### src/rtl/layer1_result_ctrl.sv
// ---------------------------------------------------------------------------------------------
// layer1_result_ctrl
//
// Sequencer and read scheduler for the layer-1 result SRAM (dual-port: port A write, port B
// read, 1-cycle read latency). Incoming layer-1 words are assigned row/column save addresses
// over a WIDTH x WIDTH map and written one cycle after acceptance. Reads from the layer-2 /
// AXI side are granted only once the addressed entry has been committed, so nothing is ever
// read before it is written. A one-cycle pulse marks completion of the map.
//
// Ports
//   i_clk            clock, rising edge
//   i_rst_n          asynchronous active-low reset
//   i_start          pulse: begin a new map fill (ignored while filling)
//   i_in_valid       layer-1 result word valid
//   i_in_data        layer-1 result word
//   o_in_ready       word accepted when i_in_valid & o_in_ready
//   o_save_enable    SRAM port-A write strobe
//   o_save_row_addr  write row
//   o_save_col_addr  write column
//   o_store_data     SRAM write data
//   i_rd_req         read request, held by the requester until granted
//   i_rd_addr        linear read address, row*WIDTH+col
//   o_rd_gnt         request accepted this cycle (combinational)
//   o_rd_err         request address out of range (combinational)
//   o_read_signal    SRAM port-B enable / output gate
//   o_araddr         SRAM read address
//   o_rd_data_valid  SRAM read data valid this cycle
//   o_busy           map fill in progress
//   o_layer_done     one-cycle pulse after the last write commits
// ---------------------------------------------------------------------------------------------
module layer1_result_ctrl #(
  parameter int unsigned WIDTH  = 30,
  parameter int unsigned DATA_W = 128,
  parameter int unsigned ADDR_W = 10
) (
  input  logic              i_clk,
  input  logic              i_rst_n,
  input  logic              i_start,
  input  logic              i_in_valid,
  input  logic [DATA_W-1:0] i_in_data,
  output logic              o_in_ready,
  output logic              o_save_enable,
  output logic [15:0]       o_save_row_addr,
  output logic [15:0]       o_save_col_addr,
  output logic [DATA_W-1:0] o_store_data,
  input  logic              i_rd_req,
  input  logic [31:0]       i_rd_addr,
  output logic              o_rd_gnt,
  output logic              o_rd_err,
  output logic              o_read_signal,
  output logic [31:0]       o_araddr,
  output logic              o_rd_data_valid,
  output logic              o_busy,
  output logic              o_layer_done
);

  localparam int unsigned       Total     = WIDTH * WIDTH;
  localparam logic [31:0]       TotalAddr = 32'(Total);
  localparam logic [ADDR_W-1:0] LastCount = ADDR_W'(Total - 1);
  localparam logic [15:0]       LastIdx   = 16'(WIDTH - 1);

  typedef enum logic [1:0] {
    StIdle,
    StFill,
    StDone
  } state_e;

  state_e r_state;
  state_e w_state_next;

  // Fill bookkeeping.
  logic [15:0]       r_row;
  logic [15:0]       r_col;
  logic              r_last_acc;   // final map word already accepted
  logic [ADDR_W-1:0] r_wr_count;   // committed writes, 0..Total

  // Registered write port.
  logic              r_save_enable;
  logic [15:0]       r_save_row;
  logic [15:0]       r_save_col;
  logic [DATA_W-1:0] r_store_data;

  logic              r_layer_done;

  // Read side.
  logic              r_rd_data_valid;
  logic [31:0]       r_araddr;

  logic w_clear;
  logic w_accept;
  logic w_last_commit;
  logic w_in_range;
  logic w_written;

  // -------------------------------------------------------------------------------------------
  // Control FSM
  // -------------------------------------------------------------------------------------------
  // The write committing the final map entry is the one in flight when wr_count == Total-1.
  assign w_last_commit = r_save_enable && (r_wr_count == LastCount);

  always_comb begin
    w_state_next = r_state;
    w_clear      = 1'b0;
    case (r_state)
      StIdle: begin
        if (i_start) begin
          w_state_next = StFill;
          w_clear      = 1'b1;
        end
      end
      StFill: begin
        // start is deliberately ignored here.
        if (w_last_commit) begin
          w_state_next = StDone;
        end
      end
      StDone: begin
        if (i_start) begin
          w_state_next = StFill;
          w_clear      = 1'b1;
        end
      end
      default: begin
        w_state_next = StIdle;
      end
    endcase
  end

  always_ff @(posedge i_clk or negedge i_rst_n) begin
    if (!i_rst_n) begin
      r_state <= StIdle;
    end else begin
      r_state <= w_state_next;
    end
  end

  // -------------------------------------------------------------------------------------------
  // Input acceptance and address generation
  // -------------------------------------------------------------------------------------------
  assign o_in_ready = (r_state == StFill) && !r_last_acc;
  assign w_accept   = i_in_valid && o_in_ready;

  always_ff @(posedge i_clk or negedge i_rst_n) begin
    if (!i_rst_n) begin
      r_row      <= '0;
      r_col      <= '0;
      r_last_acc <= 1'b0;
    end else if (w_clear) begin
      r_row      <= '0;
      r_col      <= '0;
      r_last_acc <= 1'b0;
    end else if (w_accept) begin
      if (r_col == LastIdx) begin
        r_col <= '0;
        // Row is left at WIDTH-1 after the final word; in_ready is already down.
        if (r_row == LastIdx) begin
          r_last_acc <= 1'b1;
        end else begin
          r_row <= r_row + 16'd1;
        end
      end else begin
        r_col <= r_col + 16'd1;
      end
    end
  end

  // -------------------------------------------------------------------------------------------
  // Write port: one cycle behind acceptance
  // -------------------------------------------------------------------------------------------
  always_ff @(posedge i_clk or negedge i_rst_n) begin
    if (!i_rst_n) begin
      r_save_enable <= 1'b0;
      r_save_row    <= '0;
      r_save_col    <= '0;
      r_store_data  <= '0;
    end else begin
      r_save_enable <= w_accept;
      if (w_accept) begin
        r_save_row   <= r_row;
        r_save_col   <= r_col;
        r_store_data <= i_in_data;
      end
    end
  end

  // wr_count only moves once a write has actually been presented to the SRAM, which is what
  // keeps a same-cycle read of the entry being written from being granted.
  always_ff @(posedge i_clk or negedge i_rst_n) begin
    if (!i_rst_n) begin
      r_wr_count <= '0;
    end else if (w_clear) begin
      r_wr_count <= '0;
    end else if (r_save_enable) begin
      r_wr_count <= r_wr_count + ADDR_W'(1);
    end
  end

  always_ff @(posedge i_clk or negedge i_rst_n) begin
    if (!i_rst_n) begin
      r_layer_done <= 1'b0;
    end else begin
      r_layer_done <= (r_state == StFill) && w_last_commit;
    end
  end

  assign o_save_enable   = r_save_enable;
  assign o_save_row_addr = r_save_row;
  assign o_save_col_addr = r_save_col;
  assign o_store_data    = r_store_data;
  assign o_busy          = (r_state == StFill);
  assign o_layer_done    = r_layer_done;

  // -------------------------------------------------------------------------------------------
  // Read scheduling
  // -------------------------------------------------------------------------------------------
  assign w_in_range = (i_rd_addr < TotalAddr);
  assign w_written  = (i_rd_addr[ADDR_W-1:0] < r_wr_count);

  assign o_rd_err = i_rd_req && !w_in_range;
  assign o_rd_gnt = i_rd_req && w_in_range && w_written;

  always_ff @(posedge i_clk or negedge i_rst_n) begin
    if (!i_rst_n) begin
      r_rd_data_valid <= 1'b0;
      r_araddr        <= '0;
    end else begin
      r_rd_data_valid <= o_rd_gnt;
      if (o_rd_gnt) begin
        r_araddr <= i_rd_addr;
      end
    end
  end

  // The memory zeroes its output while read_signal is low, so keep it up through the data
  // cycle; araddr likewise holds the granted address unless a new grant replaces it.
  assign o_read_signal   = o_rd_gnt || r_rd_data_valid;
  assign o_araddr        = o_rd_gnt ? i_rd_addr : r_araddr;
  assign o_rd_data_valid = r_rd_data_valid;

  // -------------------------------------------------------------------------------------------
  // Invariants
  // -------------------------------------------------------------------------------------------
  a_gnt_err_excl : assert property (@(posedge i_clk) disable iff (!i_rst_n)
    !(o_rd_gnt && o_rd_err));

  a_wr_count_range : assert property (@(posedge i_clk) disable iff (!i_rst_n)
    (32'(r_wr_count) <= TotalAddr));

  a_no_write_outside_fill : assert property (@(posedge i_clk) disable iff (!i_rst_n)
    (r_save_enable |-> (r_state == StFill)));

endmodule

### config.mk
export PLATFORM = sky130hd
export DESIGN_NAME = layer1_result_ctrl
export DESIGN_NICKNAME = d
export VERILOG_FILES = /design/src/rtl/layer1_result_ctrl.sv
export SDC_FILE = /design/constraint.sdc
export NUM_CORES = 1
export LEC_CHECK = 0
export BUFFER_PORTS_ARGS = -buffer_cell sky130_fd_sc_hd__clkbuf_2
export CAP_MARGIN = 40
export CORE_AREA = 2 2 144 146
export CTS_CLUSTER_DIAMETER = 100
export DETAILED_ROUTE_END_ITERATION = 6
export DIE_AREA = 0 0 146 148
export PLACE_DENSITY = 0.8
export SYNTH_ARGS = -nofsm -noshare
export SYNTH_HDL_FRONTEND = slang
export SYNTH_SLANG_ARGS = --single-unit
### constraint.sdc
create_clock -name i_clk -period 7.53 [get_ports i_clk]
set_input_delay 0.3765 -clock i_clk [delete_from_list [all_inputs] [get_ports i_clk]]
set_output_delay 0.3765 -clock i_clk [all_outputs]
set_load 0.05 [all_outputs]
==> results of run 1 <==
## cell families after synthesis
| family | share of synthesized area (%) |
|---|---|
| XOR/XNOR | 2.319 |
| multiplexers | 1.758 |
| adder cells (fa/ha/maj) | 1.784 |
| AO/OA/AOI/OAI | 2.408 |
| flip-flops | 61.16 |
| buffers and inverters | 2.523 |
| AND/OR/NAND/NOR | 28.05 |
## report_power, final
group	internal, mW	switching, mW	leakage, nW	total, mW
Combinational	0.217	0.704	3.72	0.920
Clock	0.797	0.508	0.449	1.31
Sequential	1.43	0.0990	3.10	1.53
## registers in the layout, summed over array words and instances, names as in the netlist
register,count
r_col,16
o_layer_done,1
r_row,16
o_save_row_addr,16
o_store_data,128
o_save_col_addr,16
o_rd_data_valid,1
r_wr_count,10
r_araddr,32
r_last_acc,1
o_save_enable,1
r_state,2
## timing repair
| action | CTS | global route |
|---|---|---|
| gates resized for setup | 0 | 0 |
| hold endpoints to repair | 90 | 0 |
| hold buffers | 1 | 0 |
## tightest hold or removal path, delay by kind of cell
family / cells / cell delay, ps
simple gates: 2 / 80
buf+inv: 1 / 70
## final cells by class
type / instances / area [um^2] / share of cell area [%]
clock buffers: 38 / 797.0 / 6.189
diodes: 1 / 2.502 / 0.01943
well taps: 270 / 337.8 / 2.623
flip-flops and latches: 240 / 6006 / 46.64
inverters: 17 / 66.31 / 0.5150
repair buffers: 375 / 1997 / 15.51
multi-input cells: 742 / 3576 / 27.77
clock inverters: 9 / 95.09 / 0.7384
## how the worst max path moves through the flow
stage	to	slack, ps	cells after the start
after global placement	o_araddr[3]	4000	8
after global routing	o_araddr[1]	3740	9
after CTS	o_araddr[1]	3950	9
final	o_araddr[1]	3960	9
after detailed placement	o_store_data[32]	4450	7
after floorplan	o_store_data[10]	4270	8
## per-layer routing
layer	vias up	GRT usage (%)	share of wire, %	wire [um]
li1	4043	-	-	-
met1	3946	31.35	40	11130
met2	317	41.04	47	13030
met3	69	7.562	8.6	2371
met4	0	9.903	3.8	1038
met5	-	0	0	0
## synth_stat cells (all sizes together) (2+ instances only)
cell type | instances | share of area, %
a211oi | 2 | 0.15
a21o | 3 | 0.23
a21oi | 5 | 0.25
a31oi | 3 | 0.19
and2 | 23 | 1.5
and3 | 6 | 0.38
and4 | 2 | 0.18
buf | 14 | 0.73
clkbuf | 30 | 1.1
dfrtp | 240 | 61
ha | 14 | 1.8
inv | 17 | 0.65
mux2 | 10 | 1.1
mux2i | 6 | 0.61
nand2 | 496 | 19
nand2b | 7 | 0.45
nand3 | 19 | 1.0
nand4 | 13 | 0.83
nor2 | 47 | 1.8
nor2b | 2 | 0.13
nor3 | 7 | 0.47
nor3b | 2 | 0.15
nor4 | 14 | 1.2
o21ai | 14 | 0.71
o31ai | 2 | 0.15
or3 | 2 | 0.13
or4 | 7 | 0.61
or4b | 2 | 0.24
xnor2 | 19 | 1.7
xor2 | 7 | 0.62
## through the flow
step           cells  instance area [um^2]  worst slack [ps]  util, %  power, mW
2_1_floorplan   1043                  9819              4273        -      2.167
3_3_place_gp    1638                 11860              4001    59.16      2.431
3_5_place_dp    1643                 11970              4445    59.75      2.463
4_1_cts         1691                 12870              3945    64.25      3.781
5_1_grt         1692                 12880              3740    64.26      3.907
6_report        1692                 12880              3958    64.26      3.753
==> flow_summary.ini, run 1 <==
[routing]
remaining_drc_errors = 0
drt_iter0_markers = 460
via_per_inst = 4.950
routedWlPerCell_um = 16.30
firstDrtPassIters = 4
num_vias = 8375
route.final.wire_length_um = 27570
ant_nets = 0

[setup_path]
cp-end-kind = primary output
rr_endpoint = r_row[15]
r2r_start = r_state[0]
arrival_ps = 3200
crit_family = buffers and inverters
cpPeakStageDelay_ps = 420
cp-start-kind = flop
path_buf_inv = 3
cp_slowest_cell = dfrtp_1
crit_chain = inv_1 > ha_1 > a211oi_1 > nor2_1 > a2111oi_0 > nand3_1 > buf_8 > mux2_2 > clkbuf_2
cp_max_fo = 28
critical_path.startpoint = r_wr_count[7]
r2r_slack_ps = 4470
critPathKind = reg -> out
critical_path_required_ps = 7150
worstRegToRegCells = 6

[floorplanning]
die_w_um = 146
die_h_um = 148
io_pins = 365
die_area_mm2 = 0.02161
std_cell_rows = 52
start_util_pct = 49.00
core_area_mm2 = 0.02004

[global_route]
grt_pass1_wl_um = 43570
grt_start_max_net_pins = 93
antenna_found_initial = 1
grt_overflow = 0
grt_pass1_vias = 8242
track_usage_pct = 25.01

[layout]
synthToLayoutAreaGrowth_pct = 31.14
drive_gt1_share_pct = 31.03
fill_cells = 1669
final_common_cell = nand2_1
final_nets = 1581
final_cell_mix = nand2_1 (495), clkbuf_2 (363), dfrtp_1 (240)

[placed_design]
post-dp-hpwl_um = 19770
routabilityCongestion = 0.8590
port_buffers = 364

[worst_hold_path]
whs_path_depth = 3
min_to = o_store_data[89]
min_path_type = in -> reg
hold_start = i_in_data[89]

[status]
status = completed

[synth]
ys_warn_count = 0
syn_inst = 1043
seq_area_frac_synth_pct = 61.16
synth_seq_cells = 240
ys_types = 47
syn_area_mm2 = 0.009819
synth_ff_type = dfrtp_1
syn_nets = 1222
synth-edff-count = 0
async_flop_share_pct = 100.0
avgSynthCellArea_um2 = 9.415

[clocking]
cts_buffers = 26
cts_tree = built
cts_setup_buffers = 0
htreeDepth = 1
clkSinkCount = 240
clockBufferDepth = 3
cts.clk_slew.worst_paths_ps = 60
clk_root_buffer_cell = clkbuf_16
worstSkewPairLatency_ps = 520

[sta]
clock-skew-final_ps = 13.67
hold_ws_ps = 39.15
period_share_pct = 47.44
timing.fmax_mhz = 280.0
fin_setup_tns_ps = 0
fin_crit_ps = 3572
hold_viol_final = 0
worst_slew_pin_slew_ps = 955.7
slew_viol_final = 0
rsz0062_at_grt = no
setup_viol = 0
slew_headroom_pct = 35.45

[power]
vdd_drop_max_uv = 190.2
power_density_mw_per_mm2 = 291.4
p_leak_nw = 7.268

[run]
maxCapViolations = 0
Power figures use the tool's default switching activity.
==> run 2: changes to the inputs <==
--- a/config.mk
+++ b/config.mk
@@ -5,13 +5,13 @@
 export SDC_FILE = /design/constraint.sdc
 export NUM_CORES = 1
 export LEC_CHECK = 0
+export ABC_AREA = 1
 export BUFFER_PORTS_ARGS = -buffer_cell sky130_fd_sc_hd__clkbuf_2
 export CAP_MARGIN = 40
-export CORE_AREA = 2 2 144 146
+export CORE_UTILIZATION = 45
 export CTS_CLUSTER_DIAMETER = 100
 export DETAILED_ROUTE_END_ITERATION = 6
-export DIE_AREA = 0 0 146 148
-export PLACE_DENSITY = 0.8
+export PLACE_DENSITY = 0.76
 export SYNTH_ARGS = -nofsm -noshare
 export SYNTH_HDL_FRONTEND = slang
 export SYNTH_SLANG_ARGS = --single-unit
==> constraint.sdc (replaced) <==
create_clock -name i_clk -period 3 [get_ports i_clk]
set_input_delay 0.15 -clock i_clk [delete_from_list [all_inputs] [get_ports i_clk]]
set_output_delay 0.15 -clock i_clk [all_outputs]
set_load 0.05 [all_outputs]
==> flow_summary.ini, run 2 <==
[global_route]
grt_overflow = 0
grt_start_max_net_pins = 132
grt_pass1_vias = 10190
busiest_layer = met2
antenna_found_initial = 0
grt_pass1_wl_um = 51740
use_met2_pct = 45.81
grt_util_met1_pct = 32.97
track_usage_pct = 27.28
met3_usage_pct = 6.805

[clocking]
cts.clk_slew.worst_paths_ps = 60
htreeDepth = 1
cts_buffers = 26
clkSinkCount = 240
clockBufferDepth = 3
cts_tree = built
cts_setup_buffers = 0
clk_root_buffer_cell = clkbuf_16
worstSkewPairLatency_ps = 540

[sta]
slew_viol_final = 0
timing.fmax_mhz = 353.6
finalWorstSetupSlack_ps = 172.1
worst_slew_pin_slew_ps = 782.4
hold_viol_final = 0
period_share_pct = 94.26
fin_crit_ps = 2828
rsz0062_at_grt = no
hold_ws_ps = 139.3
clock-skew-final_ps = 21.03
setup_viol = 0
fin_setup_tns_ps = 0
slew_headroom_pct = 47.84

[layout]
diodes = 0
drive_gt1_share_pct = 24.31
fin_area_mm2 = 0.01472
final_cell_mix = nand2_1 (606), clkbuf_2 (354), dfrtp_1 (240)
synthToLayoutAreaGrowth_pct = 42.72
utilization_pct = 65.23
largest_register_ffs = 128
final_nets = 1934
final_common_cell = nand2_1
final_cells = 2058

[placed_design]
post-dp-hpwl_um = 19920
place_inst = 1872
routabilityCongestion = 0.9258
dpl-instance-area_mm2 = 0.01238
port_buffers = 364
dp_slack_ps = 454.6

[routing]
ant_nets = 0
routedWlPerCell_um = 15.75
via_per_inst = 4.945
firstDrtPassIters = 5
route.final.wire_length_um = 32410
remaining_drc_errors = 0
drt_iter0_markers = 785
num_vias = 10180

[floorplanning]
start_util_pct = 45.70
die_h_um = 153.4
die_w_um = 153.4
io_pins = 365
core_area_mm2 = 0.02257
std_cell_rows = 55
die_area_mm2 = 0.02353

[worst_hold_path]
min_path_type = in -> reg
whs_path_depth = 3

[synth]
synth_top_area_share_pct = 58.22
ys_warn_count = 0
avgSynthCellArea_um2 = 8.174
seq_area_frac_synth_pct = 58.22
syn_nets = 1441
ys_types = 31
synth_ff_type = dfrtp_1
synth_common_cells = nand2_1 (606), dfrtp_1 (240), nor2_1 (112)
yosys.area.top_type = dfrtp_1
async_flop_share_pct = 100.0
ys_top_cells_by_area = dfrtp_1 (58%), nand2_1 (22%), nor2_1 (4.1%)
synth_seq_cells = 240
syn_inst = 1262
syn_area_mm2 = 0.01032
synth-edff-count = 0
yosysMostFrequentCell = nand2_1

[setup_path]
cp-end-kind = primary output
critPathKind = reg -> out
cp-start-kind = flop
critical_path_required_ps = 2850
cp_max_fo = 35
arrival_ps = 2680
worstRegToRegCells = 8

[power]
p_leak_nw = 8.114
power_density_mw_per_mm2 = 735.2
fin_total_pwr_mw = 10.82
vdd_drop_max_uv = 642.9

[status]
status = completed

[run]
maxCapViolations = 0
run 2: final timing paths:
| path | startpoint | to | slack, ps |
|---|---|---|---|
| worst min-delay path | i_in_valid | o_save_row_addr[4] | 140 |
| worst min register to register | o_store_data[26] | o_store_data[26] | 480 |
| worst max register to register | r_state[0] | r_row[2] | 980 |
| min in group asynchronous | i_rst_n | o_store_data[18] | 280 |
| max in group asynchronous | i_rst_n | o_store_data[114] | 1860 |
| worst max-delay path | r_wr_count[5] | o_araddr[9] | 170 |
run 2: power by group:
part | switching, mW | internal (mW)
Clock | 1.31 | 2.02
Combinational | 2.42 | 0.849
Sequential | 0.457 | 3.76
run 2: logic make-up (layout without fill, tap and decap cells):
kind of cell / after synthesis / count (layout) / share of synthesized area (%)
AO/OA/AOI/OAI: 74 / 74 / 3.639
flip-flops: 240 / 240 / 58.22
AND/OR/NAND/NOR: 796 / 796 / 30.60
adder cells (fa/ha/maj): 14 / 14 / 1.698
buffers and inverters: 134 / 645 / 5.506
XOR/XNOR: 4 / 4 / 0.3396
run 2: repair_timing:
item	in CTS	in global routing
setup endpoints to repair	11	11
hold buffers	140	0
hold endpoints to repair	237	0
gates resized for setup	2	18
run 2: worst max-delay path, cell delays in order, from the launching register on:
cell and delay, ps:
dfrtp_1 400, inv_1 150, ha_1 270, nand2_1 90
inv_1 40, nand2_1 50, nand2_1 60, nand2_1 110
nand3_4 140, nor2_2 150, buf_8 240, nand2_1 70
nand2_1 90, clkbuf_2 280
run 2: final cells by class:
type                    count  area, um^2
clock inverters            10       142.6
inverters                  87       329.1
repair buffers            512        3368
fillers                  1733        7849
well taps                 285       356.6
flip-flops and latches    240        6006
clock buffers              36       758.2
multi-input cells         888        3762
run 2: metal layers:
metal  share of wire [%]  wire, um  vias up
met5                   0         0        -
met4                 4.5      1444        0
met3                 7.8      2518      116
met2                  48     15540      453
met1                  40     12920     4710
li1                    -         -     4898
==> run 3: changes to the inputs <==
--- a/config.mk
+++ b/config.mk
@@ -5,13 +5,14 @@
 export SDC_FILE = /design/constraint.sdc
 export NUM_CORES = 1
 export LEC_CHECK = 0
-export ABC_AREA = 1
 export BUFFER_PORTS_ARGS = -buffer_cell sky130_fd_sc_hd__clkbuf_2
 export CAP_MARGIN = 40
 export CORE_UTILIZATION = 45
 export CTS_CLUSTER_DIAMETER = 100
 export DETAILED_ROUTE_END_ITERATION = 6
-export PLACE_DENSITY = 0.76
+export PLACE_DENSITY = 0.77
+export REMOVE_ABC_BUFFERS = 1
+export SKIP_CTS_REPAIR_TIMING = 1
 export SYNTH_ARGS = -nofsm -noshare
 export SYNTH_HDL_FRONTEND = slang
 export SYNTH_SLANG_ARGS = --single-unit
==> flow_summary.ini, run 3 (synthesis gave the netlist of run 1 again) <==
[global_route]
grt_start_max_net_pins = 99
antenna_found_initial = 0
grt_pass1_vias = 7706
grt_overflow = 0
track_usage_pct = 20.92
grt_pass1_wl_um = 38110

[routing]
via_per_inst = 4.924
remaining_drc_errors = 0
drt_iter0_markers = 392
route.final.wire_length_um = 29110
ant_nets = 0
num_vias = 9080
routedWlPerCell_um = 15.79
firstDrtPassIters = 5

[setup_path]
worstRegToRegCells = 6
cp-end-kind = primary output
crit_chain = inv_1 > ha_1 > a211oi_2 > nor2_1 > a2111oi_4 > nand3_4 > clkbuf_16 > mux2_2 > buf_6
r2r_start = r_state[0]
rr_endpoint = r_row[15]
cp_max_fo = 8
critical_path.startpoint = r_wr_count[7]
critPathKind = reg -> out
cp_slowest_cell = a2111oi_4
cpPeakStageDelay_ps = 430
critical_path_required_ps = 2850
critPathCapture = o_araddr[3]
arrival_ps = 2980
r2r_slack_ps = 470
cp-start-kind = flop

[sta]
hold_ws_ps = 148.2
setup_viol = 33
fin_crit_ps = 3130
clock-skew-final_ps = 9.735
period_share_pct = 104.3
worst_slew_pin_slew_ps = 719.9
slew_viol_final = 0
hold_viol_final = 0
fin_setup_tns_ps = -2908
timing.fmax_mhz = 319.5
finalWorstSetupSlack_ps = -129.8
slew_headroom_pct = 51.64

[floorplanning]
die_w_um = 149.7
std_cell_rows = 53
die_h_um = 149.7
io_pins = 365
core_area_mm2 = 0.02122
start_util_pct = 46.27
die_area_mm2 = 0.02242

[placed_design]
place_inst = 1651
port_buffers = 364
routabilityCongestion = 0.8566
post-dp-hpwl_um = 17140
dp_slack_ps = 488.8
dpl-instance-area_mm2 = 0.01196

[layout]
fill_cells = 1529
largest_register_ffs = 128
diodes = 0
drive_gt1_share_pct = 29.06
fin_area_mm2 = 0.01449
utilization_pct = 68.28
synthToLayoutAreaGrowth_pct = 47.55
final_nets = 1728
final_cells = 1844
final_cell_mix = nand2_1 (495), clkbuf_2 (353), dfrtp_1 (240)
final_common_cell = nand2_1

[power]
power_density_mw_per_mm2 = 671.7
p_leak_nw = 7.929
vdd_drop_max_uv = 372.2
fin_total_pwr_mw = 9.732

[clocking]
clkSinkCount = 240
htreeDepth = 1
clk_root_buffer_cell = clkbuf_16
cts.clk_slew.worst_paths_ps = 60
cts_buffers = 26
cts_tree = built
clockBufferDepth = 3
worstSkewPairLatency_ps = 520

[run]
maxCapViolations = 0

[worst_hold_path]
min_path_type = in -> async

[status]
status = complete, but fails checks
violations = negative setup slack
-- run 3: cell types whose count changed in the layout (fill, tap and decap cells not counted), sizes merged, moves of 19 or more --
cell / before / now
nand2: 609 / 496
inv: 86 / 17
nor2: 116 / 47
o21ai: 57 / 14
and2: 1 / 23
xnor2: 0 / 19
-- run 3: report_power, final --
group          internal (mW)  switching, mW  total (mW)
Sequential              3.58          0.253        3.84
Combinational          0.665           1.80        2.46
Clock                   2.13           1.30        3.43
-- run 3: per-layer routing --
| metal | GRT usage [%] | up-vias | wire length (um) |
|---|---|---|---|
| met1 | 27.42 | 4315 | 11610 |
| met2 | 35.39 | 346 | 14750 |
| li1 | - | 4329 | - |
| met3 | 3.720 | 90 | 1733 |
| met5 | 0 | - | 0 |
| met4 | 6.212 | 0 | 1012 |
-- run 3: final cells by class --
class,count,area (um^2),area share (%)
Sequential cell,240,6006,41.45
Multi-Input combinational cell,742,3612,24.93
Timing Repair Buffer,522,3515,24.26
Clock buffer,34,762.0,5.259
Tap cell,275,344.1,2.375
Clock inverter,14,183.9,1.269
Inverter,17,66.31,0.4577
-- run 3: worst min path at each step --
| stage | startpoint | end | depth (start not counted) |
|---|---|---|---|
| floorplan | i_rst_n | o_layer_done | 0 |
| global placement | i_rst_n | r_wr_count[8] | 1 |
| detailed placement | i_rst_n | r_wr_count[7] | 1 |
| CTS | i_rst_n | r_col[4] | 1 |
| global route | i_rd_addr[15] | o_rd_data_valid | 5 |
| finish | i_rst_n | r_wr_count[8] | 2 |
-- run 3: worst max-delay path: cells and delay by family (launching register included) --
| kind | cells | cell delay, ps |
|---|---|---|
| DFF | 1 | 380 |
| and+or+nand+nor | 2 | 340 |
| buffers and inverters | 3 | 490 |
| AOI/OAI and AO/OA | 2 | 630 |
| adders and majority gates | 1 | 320 |
| muxes | 1 | 300 |
